[config.mk]
export PLATFORM = sky130hd
export DESIGN_NAME = decode_stage_flat
export DESIGN_NICKNAME = d
export VERILOG_FILES = /design/src/rtl/decode_stage_if.sv /design/src/rtl/decode_stage.sv /design/src/flat_wrapper.sv
export SDC_FILE = /design/constraint.sdc
export NUM_CORES = 1
export LEC_CHECK = 0
export ABC_AREA = 1
export BUFFER_PORTS_ARGS = -buffer_cell sky130_fd_sc_hd__buf_2
export CAP_MARGIN = 20
export CORE_ASPECT_RATIO = 0.9
export CORE_UTILIZATION = 50
export DETAILED_ROUTE_END_ITERATION = 8
export PLACE_DENSITY = 0.84
export RECOVER_POWER = 100
export SLEW_MARGIN = 15
export SYNTH_ARGS = -nofsm -noshare
export SYNTH_HDL_FRONTEND = slang
export SYNTH_SLANG_ARGS = --single-unit
[constraint.sdc]
create_clock -name clk -period 3.7 [get_ports clk]
set_input_delay 0.555 -clock clk [delete_from_list [all_inputs] [get_ports clk]]
set_output_delay 0.555 -clock clk [all_outputs]
set_load 0.1 [all_outputs]
[src/rtl/decode_stage_if.sv]
// Fetch->decode and decode->rename valid/ready links for decode_stage.
// slave is the decode side; master is the fetch/rename environment side.
interface decode_stage_if #(
    parameter int unsigned ALU_OP_W = 4
);
    logic [31:0]         instr_in;
    logic [31:0]         pc_in;
    logic [31:0]         pc_4_in;
    logic                valid_in;
    logic                ready_in;
    logic                valid_out;
    logic                ready_out;
    logic [31:0]         pc_out;
    logic [31:0]         pc_4_out;
    logic [4:0]          rs1_out;
    logic [4:0]          rs2_out;
    logic [4:0]          rd_out;
    logic [31:0]         imm_out;
    logic [ALU_OP_W-1:0] alu_op_out;
    logic [2:0]          funct3_out;
    logic [1:0]          fu_type_out;
    logic                uses_rs1_out;
    logic                uses_rs2_out;
    logic [4:0]          ctrl_out;
    logic                writes_rd_out;

    modport master (
        output instr_in, pc_in, pc_4_in, valid_in, ready_out,
        input  ready_in, valid_out, pc_out, pc_4_out, rs1_out, rs2_out, rd_out,
               imm_out, alu_op_out, funct3_out, fu_type_out, uses_rs1_out,
               uses_rs2_out, ctrl_out, writes_rd_out
    );

    modport slave (
        input  instr_in, pc_in, pc_4_in, valid_in, ready_out,
        output ready_in, valid_out, pc_out, pc_4_out, rs1_out, rs2_out, rd_out,
               imm_out, alu_op_out, funct3_out, fu_type_out, uses_rs1_out,
               uses_rs2_out, ctrl_out, writes_rd_out
    );
endinterface

[src/rtl/decode_stage.sv]
// RV32I decode stage: combinational field decode captured into a 2-entry
// elastic buffer (output register + skid register), flushed on mispredict.
module decode_stage #(
    parameter int unsigned ALU_OP_W = 4
) (
    input  logic          clk,
    input  logic          reset,
    input  logic          mispredict,
    decode_stage_if.slave bus
);
    localparam int unsigned XLEN = 32;
    localparam int unsigned REGW = 5;

    localparam logic [6:0] OPC_LUI    = 7'b0110111;
    localparam logic [6:0] OPC_AUIPC  = 7'b0010111;
    localparam logic [6:0] OPC_JAL    = 7'b1101111;
    localparam logic [6:0] OPC_JALR   = 7'b1100111;
    localparam logic [6:0] OPC_BRANCH = 7'b1100011;
    localparam logic [6:0] OPC_LOAD   = 7'b0000011;
    localparam logic [6:0] OPC_STORE  = 7'b0100011;
    localparam logic [6:0] OPC_OPIMM  = 7'b0010011;
    localparam logic [6:0] OPC_OP     = 7'b0110011;

    localparam logic [1:0] FU_ALU    = 2'd0;
    localparam logic [1:0] FU_BRANCH = 2'd1;
    localparam logic [1:0] FU_LSU    = 2'd2;

    // ctrl bit positions: {illegal, is_store, is_load, is_jump, is_branch}
    localparam logic [4:0] CTRL_BRANCH  = 5'b00001;
    localparam logic [4:0] CTRL_JUMP    = 5'b00010;
    localparam logic [4:0] CTRL_LOAD    = 5'b00100;
    localparam logic [4:0] CTRL_STORE   = 5'b01000;
    localparam logic [4:0] CTRL_ILLEGAL = 5'b10000;

    localparam logic [ALU_OP_W-1:0] ALU_ADD      = ALU_OP_W'(0);
    localparam logic [ALU_OP_W-1:0] ALU_SUB      = ALU_OP_W'(1);
    localparam logic [ALU_OP_W-1:0] ALU_SLL      = ALU_OP_W'(2);
    localparam logic [ALU_OP_W-1:0] ALU_SLT      = ALU_OP_W'(3);
    localparam logic [ALU_OP_W-1:0] ALU_SLTU     = ALU_OP_W'(4);
    localparam logic [ALU_OP_W-1:0] ALU_XOR      = ALU_OP_W'(5);
    localparam logic [ALU_OP_W-1:0] ALU_SRL      = ALU_OP_W'(6);
    localparam logic [ALU_OP_W-1:0] ALU_SRA      = ALU_OP_W'(7);
    localparam logic [ALU_OP_W-1:0] ALU_OR       = ALU_OP_W'(8);
    localparam logic [ALU_OP_W-1:0] ALU_AND      = ALU_OP_W'(9);
    localparam logic [ALU_OP_W-1:0] ALU_PASS_IMM = ALU_OP_W'(10);

    typedef struct packed {
        logic [XLEN-1:0]     pc;
        logic [XLEN-1:0]     pc_4;
        logic [REGW-1:0]     rs1;
        logic [REGW-1:0]     rs2;
        logic [REGW-1:0]     rd;
        logic [XLEN-1:0]     imm;
        logic [ALU_OP_W-1:0] alu_op;
        logic [2:0]          funct3;
        logic [1:0]          fu_type;
        logic                uses_rs1;
        logic                uses_rs2;
        logic [4:0]          ctrl;
        logic                writes_rd;
    } uop_t;

    uop_t dec_c;
    uop_t out_q;
    uop_t skid_q;
    logic out_valid_q;
    logic skid_valid_q;

    logic [6:0]          opcode_c;
    logic [2:0]          funct3_c;
    logic                alt_c;
    logic [XLEN-1:0]     imm_i_c;
    logic [XLEN-1:0]     imm_s_c;
    logic [XLEN-1:0]     imm_b_c;
    logic [XLEN-1:0]     imm_u_c;
    logic [XLEN-1:0]     imm_j_c;
    logic [XLEN-1:0]     shamt_c;
    logic [ALU_OP_W-1:0] alu_reg_c;
    logic [ALU_OP_W-1:0] alu_imm_c;
    logic                wr_c;
    logic                accept_c;
    logic                load_out_c;

    // Shared funct3 -> ALU op map; SUB only exists for register-register ops.
    function automatic logic [ALU_OP_W-1:0] alu_map(input logic [2:0] f3,
                                                    input logic alt,
                                                    input logic allow_sub);
        case (f3)
            3'd0:    alu_map = (alt && allow_sub) ? ALU_SUB : ALU_ADD;
            3'd1:    alu_map = ALU_SLL;
            3'd2:    alu_map = ALU_SLT;
            3'd3:    alu_map = ALU_SLTU;
            3'd4:    alu_map = ALU_XOR;
            3'd5:    alu_map = alt ? ALU_SRA : ALU_SRL;
            3'd6:    alu_map = ALU_OR;
            default: alu_map = ALU_AND;
        endcase
    endfunction

    // Field extraction and immediate formats.
    always_comb begin
        opcode_c  = bus.instr_in[6:0];
        funct3_c  = bus.instr_in[14:12];
        alt_c     = bus.instr_in[30];
        imm_i_c   = {{20{bus.instr_in[31]}}, bus.instr_in[31:20]};
        imm_s_c   = {{20{bus.instr_in[31]}}, bus.instr_in[31:25], bus.instr_in[11:7]};
        imm_b_c   = {{19{bus.instr_in[31]}}, bus.instr_in[31], bus.instr_in[7],
                     bus.instr_in[30:25], bus.instr_in[11:8], 1'b0};
        imm_u_c   = {bus.instr_in[31:12], 12'b0};
        imm_j_c   = {{11{bus.instr_in[31]}}, bus.instr_in[31], bus.instr_in[19:12],
                     bus.instr_in[20], bus.instr_in[30:21], 1'b0};
        shamt_c   = {27'b0, bus.instr_in[24:20]};
        alu_reg_c = alu_map(funct3_c, alt_c, 1'b1);
        alu_imm_c = alu_map(funct3_c, alt_c, 1'b0);
    end

    // Opcode decode into the micro-op payload.
    always_comb begin
        dec_c        = '0;
        wr_c         = 1'b0;
        dec_c.pc     = bus.pc_in;
        dec_c.pc_4   = bus.pc_4_in;
        dec_c.rs1    = bus.instr_in[19:15];
        dec_c.rs2    = bus.instr_in[24:20];
        dec_c.rd     = bus.instr_in[11:7];
        dec_c.funct3 = funct3_c;
        case (opcode_c)
            OPC_LUI: begin
                dec_c.imm    = imm_u_c;
                dec_c.alu_op = ALU_PASS_IMM;
                wr_c         = 1'b1;
            end
            OPC_AUIPC: begin
                dec_c.imm    = imm_u_c;
                dec_c.alu_op = ALU_ADD;
                wr_c         = 1'b1;
            end
            OPC_JAL: begin
                dec_c.imm     = imm_j_c;
                dec_c.ctrl    = CTRL_JUMP;
                dec_c.fu_type = FU_BRANCH;
                wr_c          = 1'b1;
            end
            OPC_JALR: begin
                dec_c.imm      = imm_i_c;
                dec_c.ctrl     = CTRL_JUMP;
                dec_c.fu_type  = FU_BRANCH;
                dec_c.uses_rs1 = 1'b1;
                wr_c           = 1'b1;
            end
            OPC_BRANCH: begin
                dec_c.imm      = imm_b_c;
                dec_c.ctrl     = CTRL_BRANCH;
                dec_c.fu_type  = FU_BRANCH;
                dec_c.alu_op   = ALU_OP_W'(funct3_c);
                dec_c.uses_rs1 = 1'b1;
                dec_c.uses_rs2 = 1'b1;
            end
            OPC_LOAD: begin
                dec_c.imm      = imm_i_c;
                dec_c.ctrl     = CTRL_LOAD;
                dec_c.fu_type  = FU_LSU;
                dec_c.alu_op   = ALU_ADD;
                dec_c.uses_rs1 = 1'b1;
                wr_c           = 1'b1;
            end
            OPC_STORE: begin
                dec_c.imm      = imm_s_c;
                dec_c.ctrl     = CTRL_STORE;
                dec_c.fu_type  = FU_LSU;
                dec_c.alu_op   = ALU_ADD;
                dec_c.uses_rs1 = 1'b1;
                dec_c.uses_rs2 = 1'b1;
            end
            OPC_OPIMM: begin
                dec_c.imm      = (funct3_c == 3'd1 || funct3_c == 3'd5) ? shamt_c : imm_i_c;
                dec_c.alu_op   = alu_imm_c;
                dec_c.uses_rs1 = 1'b1;
                wr_c           = 1'b1;
            end
            OPC_OP: begin
                dec_c.alu_op   = alu_reg_c;
                dec_c.uses_rs1 = 1'b1;
                dec_c.uses_rs2 = 1'b1;
                wr_c           = 1'b1;
            end
            default: begin
                dec_c.ctrl = CTRL_ILLEGAL;
            end
        endcase
        dec_c.writes_rd = wr_c && (dec_c.rd != 5'd0);
    end

    assign accept_c   = bus.valid_in && !skid_valid_q && !mispredict;
    assign load_out_c = !out_valid_q || bus.ready_out;

    // Elastic buffer: skid drains first so beat order is preserved.
    always_ff @(posedge clk) begin
        if (reset) begin
            out_valid_q  <= 1'b0;
            skid_valid_q <= 1'b0;
            out_q        <= '0;
            skid_q       <= '0;
        end else if (mispredict) begin
            out_valid_q  <= 1'b0;
            skid_valid_q <= 1'b0;
        end else if (load_out_c) begin
            if (skid_valid_q) begin
                out_q        <= skid_q;
                out_valid_q  <= 1'b1;
                skid_valid_q <= 1'b0;
            end else if (accept_c) begin
                out_q       <= dec_c;
                out_valid_q <= 1'b1;
            end else begin
                out_valid_q <= 1'b0;
            end
        end else if (accept_c) begin
            skid_q       <= dec_c;
            skid_valid_q <= 1'b1;
        end
    end

    assign bus.ready_in      = !skid_valid_q;
    assign bus.valid_out     = out_valid_q;
    assign bus.pc_out        = out_q.pc;
    assign bus.pc_4_out      = out_q.pc_4;
    assign bus.rs1_out       = out_q.rs1;
    assign bus.rs2_out       = out_q.rs2;
    assign bus.rd_out        = out_q.rd;
    assign bus.imm_out       = out_q.imm;
    assign bus.alu_op_out    = out_q.alu_op;
    assign bus.funct3_out    = out_q.funct3;
    assign bus.fu_type_out   = out_q.fu_type;
    assign bus.uses_rs1_out  = out_q.uses_rs1;
    assign bus.uses_rs2_out  = out_q.uses_rs2;
    assign bus.ctrl_out      = out_q.ctrl;
    assign bus.writes_rd_out = out_q.writes_rd;
endmodule

[src/flat_wrapper.sv]
// flat-port wrapper written by rule: the top's interface ports become plain ports
module decode_stage_flat 
#(
    parameter int unsigned ALU_OP_W = 4
)
  (clk, reset, mispredict, bus_instr_in, bus_pc_in, bus_pc_4_in, bus_valid_in, bus_ready_out, bus_ready_in, bus_valid_out, bus_pc_out, bus_pc_4_out, bus_rs1_out, bus_rs2_out, bus_rd_out, bus_imm_out, bus_alu_op_out, bus_funct3_out, bus_fu_type_out, bus_uses_rs1_out, bus_uses_rs2_out, bus_ctrl_out, bus_writes_rd_out);
  decode_stage_if #(.ALU_OP_W(ALU_OP_W)) bus_i ();
  input  logic clk;
  input  logic reset;
  input  logic mispredict;
  input wire logic [$bits(bus_i.instr_in)-1:0] bus_instr_in;
  input wire logic [$bits(bus_i.pc_in)-1:0] bus_pc_in;
  input wire logic [$bits(bus_i.pc_4_in)-1:0] bus_pc_4_in;
  input wire logic [$bits(bus_i.valid_in)-1:0] bus_valid_in;
  input wire logic [$bits(bus_i.ready_out)-1:0] bus_ready_out;
  output wire logic [$bits(bus_i.ready_in)-1:0] bus_ready_in;
  output wire logic [$bits(bus_i.valid_out)-1:0] bus_valid_out;
  output wire logic [$bits(bus_i.pc_out)-1:0] bus_pc_out;
  output wire logic [$bits(bus_i.pc_4_out)-1:0] bus_pc_4_out;
  output wire logic [$bits(bus_i.rs1_out)-1:0] bus_rs1_out;
  output wire logic [$bits(bus_i.rs2_out)-1:0] bus_rs2_out;
  output wire logic [$bits(bus_i.rd_out)-1:0] bus_rd_out;
  output wire logic [$bits(bus_i.imm_out)-1:0] bus_imm_out;
  output wire logic [$bits(bus_i.alu_op_out)-1:0] bus_alu_op_out;
  output wire logic [$bits(bus_i.funct3_out)-1:0] bus_funct3_out;
  output wire logic [$bits(bus_i.fu_type_out)-1:0] bus_fu_type_out;
  output wire logic [$bits(bus_i.uses_rs1_out)-1:0] bus_uses_rs1_out;
  output wire logic [$bits(bus_i.uses_rs2_out)-1:0] bus_uses_rs2_out;
  output wire logic [$bits(bus_i.ctrl_out)-1:0] bus_ctrl_out;
  output wire logic [$bits(bus_i.writes_rd_out)-1:0] bus_writes_rd_out;
  assign bus_i.instr_in = bus_instr_in;
  assign bus_i.pc_in = bus_pc_in;
  assign bus_i.pc_4_in = bus_pc_4_in;
  assign bus_i.valid_in = bus_valid_in;
  assign bus_i.ready_out = bus_ready_out;
  assign bus_ready_in = bus_i.ready_in;
  assign bus_valid_out = bus_i.valid_out;
  assign bus_pc_out = bus_i.pc_out;
  assign bus_pc_4_out = bus_i.pc_4_out;
  assign bus_rs1_out = bus_i.rs1_out;
  assign bus_rs2_out = bus_i.rs2_out;
  assign bus_rd_out = bus_i.rd_out;
  assign bus_imm_out = bus_i.imm_out;
  assign bus_alu_op_out = bus_i.alu_op_out;
  assign bus_funct3_out = bus_i.funct3_out;
  assign bus_fu_type_out = bus_i.fu_type_out;
  assign bus_uses_rs1_out = bus_i.uses_rs1_out;
  assign bus_uses_rs2_out = bus_i.uses_rs2_out;
  assign bus_ctrl_out = bus_i.ctrl_out;
  assign bus_writes_rd_out = bus_i.writes_rd_out;
  decode_stage #(.ALU_OP_W(ALU_OP_W)) u_core (.clk(clk), .reset(reset), .mispredict(mispredict), .bus(bus_i));
endmodule
==> impl_metrics.yaml, run 1 <==
finish:
  layout_commonest_cell: "o21ai_0"
  stdcell_count: 1925
  post-route-util_pct: 59.5
  syn_to_final_growth_pct: 16.6
  final_cell_mix: "o21ai_0 (265), nand2_1 (259), dfxtp_1 (258), nor2_1 (219), clkbuf_1 (141)"
  nets: 1721
  fin_area_mm2: 0.0124
  drive_gt1_share_pct: 9.77
power_and_ir_drop:
  p_int_w: 0.00442
  leakage_nw: 5.50
  p_sw_share_pct: 30.1
  peakVddDrop_uv: 324
  comb_power_share_pct: 14.7
  power.switching_w: 0.00190
  p_total_w: 0.00632
  p_per_area_mw_per_mm2: 512
  pwr-share-seq_pct: 46.1
  p_clk_share_pct: 39.1
synth:
  avgSynthCellArea_um2: 7.22
  ys_warn_count: 0
  ys_seq_area_share_pct: 48.8
  ys_types: 27
  synth-seq-cells: 258
  synth_nets: 1567
  netlist_area_mm2: 0.0106
  syn_inst: 1466
sta:
  fin_skew_ns: 0.0189
  period_share_pct: 79.5
  max_slew_margin_pct: -6.70
  hold_viol: 0
  tightest_slew_ns: 1.60
  fmax_mhz: 340
  setup-violations-final: 0
  period_needed_ns: 2.94
  finalSetupTns_ns: 0
  rsz0062_at_grt: "no"
  maxSlewViolCount: 155
status:
  violations: "capacitance limit, slew limit"
  status: "complete, but fails checks"
clocking:
  cts_setup_buffers: 0
  cts-root-buf: "clkbuf_16"
  cts_tree: "done"
  clock-sinks: 258
  cts_resized: 0
  worstSkewPairLatency_ns: 0.52
  clk_path_buf_depth: 3
  clk_pin_slew_ns: 0.06
  cts_buffers: 27
  h-tree-depth: 1
  cts_hold_buf: 0
floorplan:
  core_area_mm2: 0.0208
  rows: 50
  start_util_pct: 51.0
  io_pins: 231
  die_w_um: 155
  dieHeight_um: 140
  dieArea_mm2: 0.0218
worst_setup_path:
  rr_worst_depth: 7
  criticalPathCategory: "flip-flop to flip-flop"
  startpoint_type: "flip-flop"
  cp.required_ns: 4.10
  critPathCaptureType: "flip-flop"
  critical_path.max_fanout: 52
  arrival_ns: 3.34
placement:
  port_buffers: 230
  dp.cells: 1877
  place.gp.congestion: 0.929
  placed_area_mm2: 0.0117
  dpl.hpwl_um: 18300
grt:
  grt_pass1_wl_um: 47500
  grt_usage_pct: 26.5
  grt_max_degree: 216
  grt.overflow.total: 0
  grt_pass1_vias: 9508
  antenna_found_initial: 1
drt:
  drt_iter0_drc: 1021
  drtPass1Iterations: 7
  remaining_drc_errors: 0
  wl_per_cell_um: 15.5
  routed_wl_um: 29900
  vias_per_cell: 5.52
  vias: 10600
  postRouteAntennaNets: 0
worst_hold_path:
  whs_path_depth: 3
  hold_class: "input pin to flip-flop"
flow_run:
  cap_violations: 1
worst max-delay path, stage by stage (launching register included):
cell        delay (ns)
dfxtp_1           0.33
inv_4             0.29
nand3_1           0.21
nor2_4            0.17
clkinvlp_2        0.87
buf_4             0.66
nor2_1            0.21
nor2_1            0.06
cell usage after synthesis:
| master | n | share of area [%] |
|---|---|---|
| buf_6 | 1 | 0.11 |
| o21ai_1 | 4 | 0.19 |
| clkbuf_1 | 76 | 2.7 |
| dfxtp_1 | 258 | 49 |
| buf_2 | 30 | 1.4 |
| inv_1 | 77 | 2.7 |
| nand2_1 | 259 | 9.2 |
| nor2_4 | 1 | 0.11 |
| o211ai_1 | 7 | 0.50 |
| nor3_1 | 2 | 0.095 |
| nand2_2 | 1 | 0.059 |
| nand3b_1 | 1 | 0.071 |
| nor2_2 | 3 | 0.18 |
| a211oi_1 | 1 | 0.071 |
| nor3_4 | 1 | 0.15 |
| o31ai_1 | 1 | 0.071 |
| inv_2 | 4 | 0.14 |
| buf_1 | 6 | 0.21 |
| nand3_1 | 45 | 2.1 |
| buf_4 | 5 | 0.35 |
| a31oi_1 | 85 | 5.0 |
| nor2_1 | 220 | 7.8 |
| o22ai_1 | 1 | 0.059 |
| o21ai_0 | 262 | 12 |
| o21bai_1 | 2 | 0.14 |
| nand4_1 | 3 | 0.18 |
| a21oi_1 | 110 | 5.2 |
state kept, by name, indices dropped and copies added (netlist names):
| name | flops |
|---|---|
| u_core.bus.writes_rd_out | 1 |
| u_core.bus.pc_out | 32 |
| u_core.bus.rd_out | 5 |
| u_core.bus.imm_out | 32 |
| u_core.bus.rs2_out | 5 |
| u_core.bus.fu_type_out | 2 |
| u_core.bus.pc_4_out | 32 |
| u_core.bus.valid_out | 1 |
| u_core.bus.uses_rs2_out | 1 |
| u_core.bus.alu_op_out | 4 |
| u_core.bus.funct3_out | 3 |
| u_core.bus.ctrl_out | 5 |
| u_core.skid_valid_q | 1 |
| u_core.bus.uses_rs1_out | 1 |
| u_core.bus.rs1_out | 5 |
| u_core.skid_q | 128 |
metal layers:
metal | track usage, % | share of wire (%)
met2 | 41.7 | 45
met5 | 0 | 0
met1 | 36.7 | 44
met4 | 11.0 | 3.5
met3 | 3.68 | 7.0
power groups by stage:
stage / Combinational (W) / Clock [W] / Sequential, W
2_1_floorplan: 0.000208 / 0 / 0.00350
3_3_place_gp: 0.000940 / 0 / 0.00297
3_5_place_dp: 0.000949 / 0 / 0.00297
4_1_cts: 0.000952 / 0.00251 / 0.00291
5_1_grt: 0.000977 / 0.00262 / 0.00292
6_report: 0.000932 / 0.00247 / 0.00291
kinds of logic (layout without fill, tap and decap cells):
logic type | after synthesis | in the layout | synth area share, %
buffers and inverters | 199 | 371 | 7.66
other | 0 | 1 | 0
and+or+nand+nor | 536 | 536 | 19.9
DFF | 258 | 258 | 48.8
AOI/OAI and AO/OA | 473 | 473 | 23.6
path summary, 6_finish.rpt:
path | slack [ns] | endpoint | start
hold / removal | 0.27 | u_core.skid_q[124] | bus_pc_in[28]
setup / recovery | 0.76 | u_core.skid_q[66] | u_core.skid_valid_q
setup reg to reg | 0.76 | u_core.skid_q[66] | u_core.skid_valid_q
hold reg to reg | 0.47 | u_core.bus.rd_out[2] | u_core.skid_q[51]
stage by stage:
stage | setup WS, ns | hold WS (ns)
floorplan | 1.36 | 0.446
finish | 0.759 | 0.273
global route | 0.557 | 0.263
detailed placement | 1.32 | 0.459
global placement | 1.36 | 0.453
CTS | 1.29 | 0.259
layout make-up:
cell class | instances | area (um^2)
Fill cell | 1998 | 8420
Clock inverter | 6 | 40.0
Timing Repair Buffer | 243 | 1110
Tap cell | 286 | 358
Multi-Input combinational cell | 1009 | 4610
Antenna cell | 1 | 2.50
Sequential cell | 258 | 5160
Clock buffer | 41 | 758
Inverter | 81 | 310
Note: power is estimated with default switching activity, not from simulation.
==> inputs of run 2 (changes only) <==
--- a/config.mk
+++ b/config.mk
@@ -9,9 +9,9 @@
 export BUFFER_PORTS_ARGS = -buffer_cell sky130_fd_sc_hd__buf_2
 export CAP_MARGIN = 20
 export CORE_ASPECT_RATIO = 0.9
-export CORE_UTILIZATION = 50
+export CORE_UTILIZATION = 49
 export DETAILED_ROUTE_END_ITERATION = 8
-export PLACE_DENSITY = 0.84
+export PLACE_DENSITY = 0.86
 export RECOVER_POWER = 100
 export SLEW_MARGIN = 15
 export SYNTH_ARGS = -nofsm -noshare
==> constraint.sdc (replaced) <==
create_clock -name clk -period 2.5 [get_ports clk]
set_input_delay 0.375 -clock clk [delete_from_list [all_inputs] [get_ports clk]]
set_output_delay 0.375 -clock clk [all_outputs]
set_load 0.1 [all_outputs]
==> run 2 against run 1 <==
Against the previous run:
- the run now ends clean
- combinational power rose by 49%
- clock skew fell by 0.011 ns
- global-route usage fell by 0.56 points
- largest cell class unchanged
- highest routed layer unchanged
==> impl_metrics.yaml, run 2 (synthesis results as in run 1) <==
grt:
  grt_pass1_vias: 9387
  grt_pass1_wl_um: 47000
  grt_usage_pct: 26.0
  grt.overflow.total: 0
  antenna_found_initial: 4
  grt_max_degree: 155
worst_setup_path:
  rr_worst_depth: 4
  critPathCaptureType: "output port"
  critical_path.max_fanout: 2
  critPathTopFamily: "buffers and inverters"
  critical_path_cell_count: 1
  slowest_stage: "clkbuf_1"
  max_stage_delay_ns: 0.95
  path_cells: "clkbuf_1"
  arrival_ns: 1.82
  startpoint_type: "flip-flop"
  path_buf_inv: 1
  cp.required_ns: 2.12
  criticalPathCategory: "flip-flop to output port"
clocking:
  cts-root-buf: "clkbuf_16"
  cts_resized: 0
  clk_path_buf_depth: 3
  worstSkewPairLatency_ns: 0.52
  cts_tree: "done"
  cts_buffers: 26
  cts_hold_buf: 0
  clock-sinks: 258
  clk_pin_slew_ns: 0.06
  cts_setup_buffers: 0
  h-tree-depth: 1
flow_run:
  cap_violations: 0
sta:
  rsz0062_at_grt: "no"
  finalSetupTns_ns: 0
  period_needed_ns: 2.20
  tightest_slew_ns: 1.30
  period_share_pct: 87.9
  setup-violations-final: 0
  hold_viol: 0
  max_slew_margin_pct: 13.9
  fmax_mhz: 455
  fin_skew_ns: 0.00769
  maxSlewViolCount: 0
floorplan:
  dieArea_mm2: 0.0222
  die_w_um: 157
  start_util_pct: 50.4
  dieHeight_um: 141
  rows: 50
  io_pins: 231
  core_area_mm2: 0.0210
drt:
  routed_wl_um: 30100
  wl_per_cell_um: 15.6
  vias_per_cell: 5.51
  postRouteAntennaNets: 0
  drt_iter0_drc: 1252
  drtPass1Iterations: 7
  vias: 10600
  remaining_drc_errors: 0
finish:
  layout_commonest_cell: "o21ai_0"
  final_cell_mix: "o21ai_0 (263), nand2_1 (259), dfxtp_1 (258), nor2_1 (221), clkbuf_1 (132)"
  fill_cells: 1955
  syn_to_final_growth_pct: 18.4
  register_area_mm2: 0.00516
  multi_input_area_mm2: 0.00461
  nets: 1722
  largest_reg_flops: 128
  top_register: "u_core.skid_q"
  drive_gt1_share_pct: 10.3
  stdcell_count: 1928
placement:
  place.gp.congestion: 0.910
  port_buffers: 230
  dp.cells: 1879
  dpl.hpwl_um: 18700
power_and_ir_drop:
  leakage_nw: 5.57
  p_total_w: 0.00976
  peakVddDrop_uv: 448
  p_per_area_mw_per_mm2: 779
worst_hold_path:
  whs_path_depth: 3
  hold_class: "input pin to flip-flop"
status:
  status: "finished clean"
-- run 2: changes by cell type in the layout (fill, tap and decap cells not counted), moves of 3 or more --
cell	before	now
buf_12	2	6
bufinv_16	0	3
clkbuf_1	141	132
diode_2	1	4
-- run 2: area by class of cell --
| cell class | count | area share [%] |
|---|---|---|
| antenna | 4 | 0.0798 |
| sequential | 258 | 41.2 |
| clock buffer | 34 | 6.01 |
| timing repair buffer | 245 | 9.42 |
| clock inverter | 11 | 1.19 |
| multi-input combinational | 1009 | 36.8 |
| inverter | 81 | 2.47 |
| tap | 286 | 2.85 |
-- run 2: worst paths after layout --
| kind | end | startpoint | slack [ns] |
|---|---|---|---|
| min | u_core.skid_q[126] | bus_pc_in[30] | 0.09 |
| max reg2reg | u_core.bus.pc_out[13] | u_core.skid_valid_q | 0.33 |
| min reg2reg | u_core.bus.rs1_out[3] | u_core.skid_q[62] | 0.47 |
| max | bus_fu_type_out[1] | u_core.bus.fu_type_out[1] | 0.30 |
-- run 2: stage by stage --
stage                     setup slack [ns]  hold slack, ns  instance area (um^2)  utilization, %
after detailed placement             0.459           0.463                 11800            56.2
after CTS                            0.439          0.0722                 12700            60.5
final                                0.303          0.0863                 12500            59.6
after floorplan                      0.292           0.446                 10600               -
after global placement               0.504           0.453                 11800            56.2
after global routing                 0.174          0.0842                 12500            59.6
-- run 2: layer usage --
metal	track usage, %	share of wire, %	vias to the layer above	wire length [um]
met4	10.8	3.3	0	990
met1	35.3	43	4877	12900
met2	41.0	46	487	13700
met3	4.31	8.4	69	2530
met5	0	0	-	0
li1	-	-	5190	-
-- run 2: where the power goes --
| group | internal (W) | switching (W) | total [W] |
|---|---|---|---|
| Sequential | 0.00424 | 0.0000700 | 0.00431 |
| Clock | 0.00243 | 0.00163 | 0.00406 |
| Combinational | 0.000224 | 0.00117 | 0.00139 |
| Total | 0.00690 | 0.00286 | 0.00976 |
==> inputs of run 3 (changes only) <==
--- a/config.mk
+++ b/config.mk
@@ -8,7 +8,6 @@
 export ABC_AREA = 1
 export BUFFER_PORTS_ARGS = -buffer_cell sky130_fd_sc_hd__buf_2
 export CAP_MARGIN = 20
-export CORE_ASPECT_RATIO = 0.9
 export CORE_UTILIZATION = 49
 export DETAILED_ROUTE_END_ITERATION = 8
 export PLACE_DENSITY = 0.86
==> run 3 against run 2 <==
Against the previous run:
- critical path depth stayed put
- worst setup slack better by 0.0014 ns
- power is 0.85% lower
- largest cell class unchanged
- register-to-register slack hardly changed
- sequential power hardly changed
- critical path type unchanged
- cell count is 0.21% lower
- die area hardly changed
- critical endpoint is now bus_imm_out[4]
- via count is 0.88% higher
- sequential share of layout area is 0.14 points lower
- non-clock buffer count is 6 higher
==> impl_metrics.yaml, run 3 (synthesis results as in run 1) <==
sta:
  setup_ws_ns: 0.305
  period_needed_ns: 2.20
  max_slew_margin_pct: 15.7
  fin_skew_ns: 0.0136
  tightest_slew_ns: 1.27
  rsz0062_at_grt: "no"
  maxSlewViolCount: 0
  setup-violations-final: 0
  fmax_mhz: 455
  hold_viol: 0
  finalSetupTns_ns: 0
  period_share_pct: 87.8
drt:
  routed_wl_um: 30400
  wl_per_cell_um: 15.8
  drtPass1Iterations: 6
  vias_per_cell: 5.57
  postRouteAntennaNets: 0
  vias: 10700
  drt_iter0_drc: 856
  remaining_drc_errors: 0
floorplan:
  dieHeight_um: 149
  die_w_um: 149
  core_area_mm2: 0.0211
  rows: 53
  start_util_pct: 50.2
  io_pins: 231
  dieArea_mm2: 0.0222
finish:
  nets: 1730
  syn_to_final_growth_pct: 18.8
  drive_gt1_share_pct: 11.0
  largest_reg_flops: 128
  layout_commonest_cell: "o21ai_0"
  top_register: "u_core.skid_q"
  final_cell_mix: "o21ai_0 (263), nand2_1 (259), dfxtp_1 (258), nor2_1 (219), clkbuf_1 (130)"
  stdcell_count: 1924
worst_hold_path:
  hold_class: "input pin to flip-flop"
  whs_path_depth: 3
  hold_start: "bus_pc_in[4]"
  min_to: "u_core.skid_q[100]"
placement:
  dp.cells: 1874
  dp_slack_ns: 0.488
  dpl.hpwl_um: 18600
  port_buffers: 230
  place.gp.congestion: 0.886
worst_setup_path:
  max_stage_delay_ns: 0.89
  criticalPathCategory: "flip-flop to output port"
  rr_worst_depth: 4
  critPathCaptureType: "output port"
  cp.required_ns: 2.12
  path_cells: "clkbuf_1"
  critical_path.max_fanout: 2
  startpoint_type: "flip-flop"
  r2r-start: "u_core.skid_valid_q"
  arrival_ns: 1.82
  path_buf_inv: 1
  critPathTopFamily: "buffers and inverters"
  reg2reg_slack_ns: 0.33
  rr_endpoint: "u_core.bus.pc_out[29]"
  slowest_stage: "clkbuf_1"
grt:
  grt_usage_pct: 26.5
  grt_max_degree: 155
  grt_pass1_wl_um: 48100
  antenna_found_initial: 0
  grt.overflow.total: 0
  grt_pass1_vias: 9747
clocking:
  clk_pin_slew_ns: 0.06
  cts-root-buf: "clkbuf_16"
  cts_setup_buffers: 0
  cts_resized: 0
  worstSkewPairLatency_ns: 0.54
  cts_hold_buf: 0
  cts_buffers: 28
  clk_path_buf_depth: 3
  cts_tree: "done"
  clock-sinks: 258
  h-tree-depth: 1
power_and_ir_drop:
  peakVddDrop_uv: 588
  leakage_nw: 5.63
  p_total_w: 0.00968
  p_per_area_mw_per_mm2: 769
status:
  status: "finished clean"
flow_run:
  cap_violations: 0
[run 3: cell types whose count changed in the layout (fill, tap and decap cells not counted), moves of 2 or more]
cell       previous run  this run
diode_2               4         1
clkbuf_8              3         7
nor2_1              221       219
clkbuf_1            132       130
buf_4                 7        12
clkinv_2              2         7
bufinv_16             3         0
[run 3: layout make-up]
type,count,area [um^2]
diodes,1,2.50
clock buffers,39,833
clock inverters,10,58.8
fillers,1965,8510
inverters,81,309
multi-input cells,1009,4620
flip-flops and latches,258,5160
well taps,275,344
repair buffers,251,1240
[run 3: worst register-to-register path, stage by stage, from the launching register on]
cell      delay (ns)
dfxtp_1         0.38
clkbuf_4        0.88
buf_4           0.50
nand2_1         0.12
a31oi_1         0.21
[run 3: where the power goes]
part	switching [W]	leakage [nW]	internal [W]
Clock	0.00166	0.443	0.00231
Sequential	0.0000730	2.10	0.00424
Combinational	0.00117	3.09	0.000227
[run 3: per-layer routing]
| layer | vias to the layer above | global-route usage, % | share of wire [%] |
|---|---|---|---|
| met3 | 63 | 5.78 | 10 |
| met2 | 509 | 43.4 | 47 |
| met5 | - | 0 | 0 |
| met1 | 4938 | 34.4 | 41 |
| met4 | 0 | 9.18 | 2.4 |
| li1 | 5206 | - | - |
[run 3: per-stage QoR]
stage / util [%] / instance area [um^2] / hold slack (ns)
finish: 59.6 / 12600 / 0.0751
global route: 59.6 / 12600 / 0.0742
CTS: 60.5 / 12800 / 0.0645
detailed placement: 56.3 / 11900 / 0.463
global placement: 56.3 / 11900 / 0.455
floorplan: - / 10600 / 0.446
[run 3: worst max path at each step]
stage | to | depth (start not counted) | from
4_1_cts | bus_ready_in | 3 | u_core.skid_valid_q
5_1_grt | u_core.bus.pc_4_out[18] | 8 | u_core.skid_valid_q
2_1_floorplan | u_core.skid_q[88] | 9 | u_core.bus.valid_out
3_5_place_dp | u_core.bus.pc_out[12] | 4 | u_core.skid_valid_q
6_report | bus_imm_out[4] | 1 | u_core.bus.imm_out[4]
3_3_place_gp | u_core.skid_q[48] | 10 | bus_instr_in[6]
